**config.mk**
```make
export PLATFORM = sky130hd
export DESIGN_NAME = uart_rx
export DESIGN_NICKNAME = d
export VERILOG_FILES = /design/src/rtl/uart_rx_pkg.sv /design/src/rtl/baudgen_rx.sv /design/src/rtl/uart_rx.sv
export SDC_FILE = /design/constraint.sdc
export NUM_CORES = 1
export LEC_CHECK = 0
export ABC_AREA = 1
export CAP_MARGIN = 25
export CORE_AREA = 5 5 63 65
export CTS_CLUSTER_SIZE = 28
export DETAILED_ROUTE_END_ITERATION = 7
export DIE_AREA = 0 0 68 70
export PLACE_DENSITY = 0.71
export RECOVER_POWER = 100
export SETUP_SLACK_MARGIN = 0.5
export SLEW_MARGIN = 10
export SYNTH_ARGS = -nofsm -noshare
export SYNTH_HDL_FRONTEND = slang
export SYNTH_SLANG_ARGS = --single-unit
```
**constraint.sdc**
```tcl
create_clock -name clk -period 1.3 [get_ports clk]
set_input_delay 0.39 -clock clk [delete_from_list [all_inputs] [get_ports clk]]
set_output_delay 0.39 -clock clk [all_outputs]
set_load 0.02 [all_outputs]
```
**src/rtl/uart_rx_pkg.sv**
```systemverilog
// Shared constants and types for the 8N1 serial receiver: baud divisors for a
// 12 MHz clock, the receiver FSM state encoding and a counter-width helper.
package uart_rx_pkg;

    localparam int B115200 = 104;
    localparam int B57600  = 208;
    localparam int B19200  = 625;
    localparam int B9600   = 1250;

    typedef enum logic [2:0] {
        IDLE,
        START,
        DATA,
        STOP,
        BREAK
    } rxState_e;

    // Narrowest down-counter width that can hold BAUD-1.
    function automatic int cntWidth(input int baud);
        return (baud <= 2) ? 1 : $clog2(baud);
    endfunction

endpackage

```
**src/rtl/baudgen_rx.sv**
```systemverilog
// Loadable bit-period down-counter for the receiver. A half-period load centres
// the start-bit sample, so every later full-period reload lands mid-bit.
module baudgen_rx
    import uart_rx_pkg::*;
#(
    parameter int BAUD = B115200
) (
    input  logic clk,
    input  logic rst,
    input  logic load,
    input  logic half,
    output logic tick
);

    localparam int W = cntWidth(BAUD);
    localparam logic [W-1:0] FULL_LOAD = W'(BAUD - 1);
    localparam logic [W-1:0] HALF_LOAD = W'(BAUD / 2 - 1);

    logic [W-1:0] cnt_q;

    // Loading N-1 makes tick appear exactly N edges after the load edge.
    always_ff @(posedge clk) begin
        if (rst) begin
            cnt_q <= '0;
        end else if (load) begin
            cnt_q <= half ? HALF_LOAD : FULL_LOAD;
        end else if (cnt_q != '0) begin
            cnt_q <= cnt_q - 1'b1;
        end
    end

    assign tick = (cnt_q == '0);

endmodule

```
**src/rtl/uart_rx.sv**
```systemverilog
// 8N1 LSB-first serial receiver with a 2-FF input synchronizer and break handling.
// Optional stop-bit framing check: define UART_RX_FRAMING_CHECK_EN.
module uart_rx
    import uart_rx_pkg::*;
#(
    parameter int BAUD = B115200
) (
    input  logic       clk,
    input  logic       rst,
    input  logic       rx,
    output logic [7:0] data,
    output logic       valid,
    output logic       ferr,
    output logic       busy
);

    logic [1:0] sync_q;
    logic       rxS;
    rxState_e   state_q;
    logic [2:0] bitIdx_q;
    logic [7:0] shreg_q;
    logic [7:0] data_q;
    logic       valid_q;
    logic       busy_q;
    logic       tick;
    logic       load;
    logic       half;
`ifdef UART_RX_FRAMING_CHECK_EN
    logic       ferr_q;
`endif

    // Resetting to 1 keeps a reset release from looking like a start edge.
    always_ff @(posedge clk) begin
        if (rst) begin
            sync_q <= 2'b11;
        end else begin
            sync_q <= {sync_q[0], rx};
        end
    end

    assign rxS  = sync_q[1];
    assign half = (state_q == IDLE);
    assign load = (state_q == IDLE) ? ~rxS : (tick && (state_q != BREAK));

    baudgen_rx #(
        .BAUD (BAUD)
    ) u_baudgen (
        .clk  (clk),
        .rst  (rst),
        .load (load),
        .half (half),
        .tick (tick)
    );

    always_ff @(posedge clk) begin
        if (rst) begin
            state_q  <= IDLE;
            bitIdx_q <= '0;
            shreg_q  <= '0;
            data_q   <= '0;
            valid_q  <= 1'b0;
            busy_q   <= 1'b0;
`ifdef UART_RX_FRAMING_CHECK_EN
            ferr_q   <= 1'b0;
`endif
        end else begin
            valid_q <= 1'b0;
`ifdef UART_RX_FRAMING_CHECK_EN
            ferr_q  <= 1'b0;
`endif
            case (state_q)
                IDLE: begin
                    if (!rxS) begin
                        state_q <= START;
                        busy_q  <= 1'b1;
                    end
                end
                START: begin
                    if (tick) begin
                        if (rxS) begin
                            state_q <= IDLE;
                            busy_q  <= 1'b0;
                        end else begin
                            state_q  <= DATA;
                            bitIdx_q <= '0;
                        end
                    end
                end
                DATA: begin
                    if (tick) begin
                        shreg_q <= {rxS, shreg_q[7:1]};
                        if (bitIdx_q == 3'd7) begin
                            state_q <= STOP;
                        end else begin
                            bitIdx_q <= bitIdx_q + 1'b1;
                        end
                    end
                end
                STOP: begin
                    if (tick) begin
                        if (rxS) begin
                            data_q  <= shreg_q;
                            valid_q <= 1'b1;
                            state_q <= IDLE;
                            busy_q  <= 1'b0;
                        end else begin
`ifdef UART_RX_FRAMING_CHECK_EN
                            ferr_q  <= 1'b1;
`else
                            data_q  <= shreg_q;
                            valid_q <= 1'b1;
`endif
                            state_q <= BREAK;
                        end
                    end
                end
                // A held-low line stays here so a break never yields repeated bytes.
                BREAK: begin
                    if (rxS) begin
                        state_q <= IDLE;
                        busy_q  <= 1'b0;
                    end
                end
                default: begin
                    state_q <= IDLE;
                    busy_q  <= 1'b0;
                end
            endcase
        end
    end

    assign data  = data_q;
    assign valid = valid_q;
    assign busy  = busy_q;
`ifdef UART_RX_FRAMING_CHECK_EN
    assign ferr  = ferr_q;
`else
    assign ferr  = 1'b0;
`endif

endmodule

```
==> qor.csv, run 1 <==
metric,value,unit
status,finished with violations,
violations,setup timing,
viasPerCell,5.02,
ios,14,
portBuffers,12,
whs,435,ps
yosysTopAreaCell,dfxtp_1,
synth_area_leaders,"dfxtp_1, nor2_1, inv_1",
post-route-util,70.2,%
design_area,2300,um^2
fin_crit_sh,114,%
finalSetupViolations,31,
rows,21,
p_leak,0.000992,uW
regArea,676,um^2
syn_to_final_growth,42.7,%
fin_worst_skew,9.59,ps
pwr-share-clk,17.4,%
final_cells,297,
post-dp-hpwl,2.32,mm
multiInputGateArea,942,um^2
p_sw,2450,uW
overflow,0,
cap_violations,0,
required,1580,ps
numCtsBuffers,5,
syn_nets,214,
cts_tree,yes,
endpoint_kind,register,
grt_pass1_vias,1355,
finalHoldViolCount,0,
cts-root-buf,clkbuf_4,
fill_cells,246,
grt_max_degree,17,
fmax,676,MHz
drc_errors,0,
final_cell_mix,"nor2_1, buf_4, nand2_1",
grtUsageTotal,16.5,%
r2r_setup_slack,-180,ps
cp.arrival,1760,ps
cts_max_path_buffers,2,
num_vias,1491,
ys_seq_area_share,40.9,%
yosys_warnings,0,
drt_wl_total,3.85,mm
cts_htree_levels,2,
n_antenna_cell,0,
comb_power_share,56.6,%
drtAntennaViolNets,0,
pre_cts_slack,-240,ps
yosysTopAreaCellShare,40.9,%
start_kind,register,
swShare,42.7,%
floorplan.initialDensity,49.2,%
cts.clk_slew.worst_paths,120,ps
antenna_found_initial,0,
die_h,70,um
post_dp_cell_area,1980,um^2
avgSynthCellArea,7.80,um^2
synth_edf_count,0,
ys.flop_type,dfxtp_1,
grt_pass1_wl,6.02,mm
place_congestion,0.818,
p_int,3280,uW
critical_path_class,register to register,
layout-drive-gt1-share,43.4,%
power_density,2490,nW/um^2
dr.pass1.iters,4,
grt_setup_unrepaired,true,
clkLatencyLatePin,350,ps
drt-initial-drc-count,83,
fin_crit,1480,ps
pwr-share-seq,26.1,%
syn_inst,207,
fin_nets,257,
cts_sinks,33,
setup_ws,-179,ps
irDropWorstVdd,1.72,mV
hold_path.class,register to register,
cts_hold_buf,0,
async_reset_ff_share,0,%
ys_types,28,
cp_max_fo,16,
dieWidth,68,um
avgRoutedWirePerCell,13.0,um
dp.cells,279,
core_area,3280,um^2
ys_ff_latch,33,
slew_viol_final,0,
dieArea,4760,um^2
synth_area,1620,um^2
[final timing paths]
path / from / to / cells after the start
worst max register to register: u_baudgen.cnt_q[0] / shreg_q[6] / 9
worst min-delay path: sync_q[0] / sync_q[1] / 1
worst min register to register: sync_q[0] / sync_q[1] / 1
worst max-delay path: u_baudgen.cnt_q[0] / shreg_q[6] / 9
[logic make-up after synthesis]
logic type,synth area share [%]
buffers and inverters,10.1
flip-flops,40.9
AND/OR/NAND/NOR,29.6
XOR/XNOR,2.17
adder cells (fa/ha/maj),3.10
AO/OA/AOI/OAI,13.9
other,0.232
[power by group through the flow]
stage | Combinational, uW | Clock, uW | Sequential (uW)
CTS | 3060 | 1010 | 1490
global route | 3560 | 1070 | 1520
global placement | 2650 | 0 | 1490
detailed placement | 2680 | 0 | 1500
floorplan | 1970 | 0 | 1490
finish | 3240 | 995 | 1490
[what timing repair did]
action	CTS	global route
pin swaps	3	2
gates resized for setup	75	18
hold endpoints to repair	0	0
buffers inserted	2	5
gates cloned	2	1
endpoints found under the setup margin	43	41
[flip-flops by register name, indices dropped and copies added, names as in the netlist]
register	flops
bitIdx_q	3
busy	1
data	8
shreg_q	8
state_q	3
sync_q	2
u_baudgen.cnt_q	7
valid	1
[cells in the mapped netlist (2+ instances only)]
library cell / instances
a211oi_1: 7
a21oi_1: 14
a21oi_2: 3
a31oi_1: 3
buf_6: 3
clkbuf_1: 3
dfxtp_1: 33
ha_1: 4
inv_1: 26
inv_2: 2
nand2_1: 26
nand2_4: 3
nand3_1: 15
nand4_1: 3
nor2_1: 29
nor2_2: 4
nor2_4: 6
o21ai_0: 9
or2_2: 2
xor2_1: 4
[metrics by stage]
step,setup TNS (ps),total power (uW)
finish,-4140,5730
global route,-6780,6150
CTS,-3660,5560
detailed placement,-4520,4180
global placement,-3880,4140
floorplan,-436,3460
[metal layers]
metal	part of all wire (%)	vias up	global-route usage [%]
li1	-	756	-
met1	46	711	21.4
met2	49	19	25.4
met3	3.3	5	4.33
met4	1.7	0	6.84
met5	0	-	0
[critical path: stages, from the launching register on]
cell,delay [ps]
dfxtp_2,340
inv_2,70
ha_4,130
inv_2,40
nor2_4,120
nand3_4,170
nor2_4,160
buf_12,150
o21ai_0,80
a21oi_1,150
[cell type report]
type | count | share of cell area (%)
Inverter | 28 | 4.67
Sequential cell | 33 | 29.3
Multi-Input combinational cell | 139 | 40.9
Tap cell | 46 | 2.50
Timing Repair Buffer | 43 | 18.0
Clock inverter | 3 | 2.99
Clock buffer | 5 | 1.63
No activity file was read; power rests on OpenSTA's default activity.
==> run 2, diff against run 1 <==
--- a/config.mk
+++ b/config.mk
@@ -6,12 +6,14 @@
 export NUM_CORES = 1
 export LEC_CHECK = 0
 export ABC_AREA = 1
+export ABC_CLOCK_PERIOD_IN_PS = 1300
 export CAP_MARGIN = 25
 export CORE_AREA = 5 5 63 65
+export CTS_CLUSTER_DIAMETER = 30
 export CTS_CLUSTER_SIZE = 28
 export DETAILED_ROUTE_END_ITERATION = 7
 export DIE_AREA = 0 0 68 70
-export PLACE_DENSITY = 0.71
+export PLACE_DENSITY = 0.72
 export RECOVER_POWER = 100
 export SETUP_SLACK_MARGIN = 0.5
 export SLEW_MARGIN = 10
==> run 2 against run 1 <==
Design area rose by 9.8%. Largest cell class unchanged. Clock power decreased by 16%. Fmax fell by 6.1%. The run still ends with setup timing left. Sequential share of layout area down 2.4 points.
==> qor.csv, run 2 (synthesized netlist as in run 1, its figures left out) <==
metric,value,unit,change
status,finished with violations,,
violations,setup timing,,
final_cells,316,,+6.4%
critical_path_class,register to register,,
required,1520,ps,-60 ps
portBuffers,12,,unchanged
grt_max_degree,18,,+1
power_density,2440,nW/um^2,-1.9%
setup_ws,-275,ps,-96.7 ps
dr.pass1.iters,4,,unchanged
fmax,635,MHz,-6.1%
slowest_delay,340,ps,about the same
grt_setup_unrepaired,true,,
finalHoldViolCount,0,,unchanged
fill_cells,214,,-13%
viasPerCell,5.22,,+3.9%
multiInputGateArea,988,um^2,+4.9%
start_kind,register,,
dieArea,4760,um^2,unchanged
cp_max_fo,7,,-9
dieWidth,68,um,unchanged
irDropWorstVdd,1.56,mV,-9.3%
cts_htree_levels,2,,unchanged
cts_tree,yes,,
use_met2,31.0,%,+5.7 points
gr-usage-met3,3.85,%,-0.48 points
post-dp-hpwl,2.59,mm,+11%
drtAntennaViolNets,0,,unchanged
cts-root-buf,clkbuf_4,,
endpoint_kind,register,,
avgRoutedWirePerCell,14.8,um,+14%
grt-busiest-layer,met2,,
dp.cells,285,,+2.2%
floorplan.initialDensity,49.2,%,unchanged
finalSetupTns,-5980,ps,-1830 ps
slew_viol_final,0,,unchanged
die_h,70,um,unchanged
post_dp_cell_area,2050,um^2,+3.5%
cp.arrival,1800,ps,+40 ps
p_leak,0.00111,uW,+11%
clkLatencyLatePin,340,ps,about the same
num_vias,1648,,+11%
ios,14,,unchanged
rows,21,,unchanged
layout-drive-gt1-share,52.6,%,+9.2 points
final_common_cell,buf_4,,
hold_path.class,register to register,,
core_area,3280,um^2,unchanged
path_cells,"inv_2, ha_4, inv_2, nor2_4, nand3_4, buf_6, nor2_4, clkbuf_16, buf_6, a211oi_2",,
antenna_found_initial,0,,unchanged
regArea,681,um^2,+0.74%
fin_crit_sh,121,%,+7.4 points
fin_worst_skew,4.50,ps,-5.09 ps
overflow,0,,unchanged
crit_slowest_cell,dfxtp_2,,
drc_errors,0,,unchanged
grt_pass1_vias,1490,,+10%
cap_violations,0,,unchanged
grt_pass1_wl,6.73,mm,+12%
cts.clk_slew.worst_paths,110,ps,about the same
finalSetupViolations,31,,unchanged
place_congestion,0.830,,+1.5%
design_area,2530,um^2,+9.8%
cts_max_path_buffers,2,,unchanged
n_antenna_cell,0,,unchanged
fin_crit,1580,ps,+96.7 ps
final_cell_mix,"buf_4, nand2_1, inv_1",,
numCtsBuffers,5,,unchanged
drt_wl_total,4.66,mm,+21%
use_met1,21.5,%,+0.11 points
syn_to_final_growth,56.6,%,
cts_sinks,33,,unchanged
drt-initial-drc-count,130,,+57%
cts_hold_buf,0,,unchanged
fin_nets,276,,+7.4%
grtUsageTotal,18.4,%,+1.9 points
[run 2: cell count changes in the layout (fill, tap and decap cells not counted), moves of 2 or more]
cell      previous run  this run
dfxtp_1             21        19
nor2_1              24        18
a211oi_1             5         2
nor2_2               5         8
nor2_4              10        13
a211oi_2             3         6
buf_4               24        40
buf_6               13        15
[run 2: where the power goes]
group,leakage [uW],internal (uW),switching [uW]
clock,0.0000445,457,377
sequential,0.000276,1270,228
combinational,0.000785,1790,2040
[run 2: path summary, 6_finish.rpt]
check	slack, ps	cells after the start	startpoint	to
min	450	1	sync_q[0]	sync_q[1]
max	-280	10	u_baudgen.cnt_q[0]	shreg_q[7]
max reg2reg	-280	10	u_baudgen.cnt_q[0]	shreg_q[7]
min reg2reg	450	1	sync_q[0]	sync_q[1]
[run 2: repair_timing]
action                                  4_1_cts  5_1_grt
pin swaps                                     4       12
gates resized for setup                      81       34
endpoints found under the setup margin       43       41
buffers inserted                              8       13
gates cloned                                  1        1
[run 2: per-stage QoR]
stage	hold WS [ps]	setup slack, ps	power [uW]	util [%]
3_5_place_dp	415	-204	4370	62.4
4_1_cts	442	-186	5660	70.4
2_1_floorplan	409	-72.7	3460	-
6_report	446	-275	6170	77.0
3_3_place_gp	412	-162	4300	62.4
5_1_grt	461	-332	6550	77.0
[run 2: layout make-up]
type,count,area share [%]
clock buffer,6,2.03
clock inverter,2,1.48
inverter,28,4.25
multi-input combinational,138,39.1
sequential,33,26.9
tap,46,2.27
timing repair buffer,63,24.0
[run 2: per-layer routing]
metal | vias up | part of all wire [%] | wire [um]
met5 | - | 0 | 0
met4 | 0 | 3.5 | 161
met3 | 17 | 3.6 | 167
met2 | 52 | 53 | 2450
met1 | 783 | 40 | 1880
li1 | 796 | - | -
[run 2: critical path, delay by kind of cell, from the launching register on]
family | cells | cell delay, ps
compound gates | 1 | 50
fa+ha+maj | 1 | 130
buf+inv | 5 | 540
flops | 1 | 340
simple gates | 3 | 390
==> run 3, diff against run 2 <==
--- a/config.mk
+++ b/config.mk
@@ -7,7 +7,6 @@
 export LEC_CHECK = 0
 export ABC_AREA = 1
 export ABC_CLOCK_PERIOD_IN_PS = 1300
-export CAP_MARGIN = 25
 export CORE_AREA = 5 5 63 65
 export CTS_CLUSTER_DIAMETER = 30
 export CTS_CLUSTER_SIZE = 28
==> results of run 3 <==
No change in the layout: final DEF, timing and power equal those of run 2.
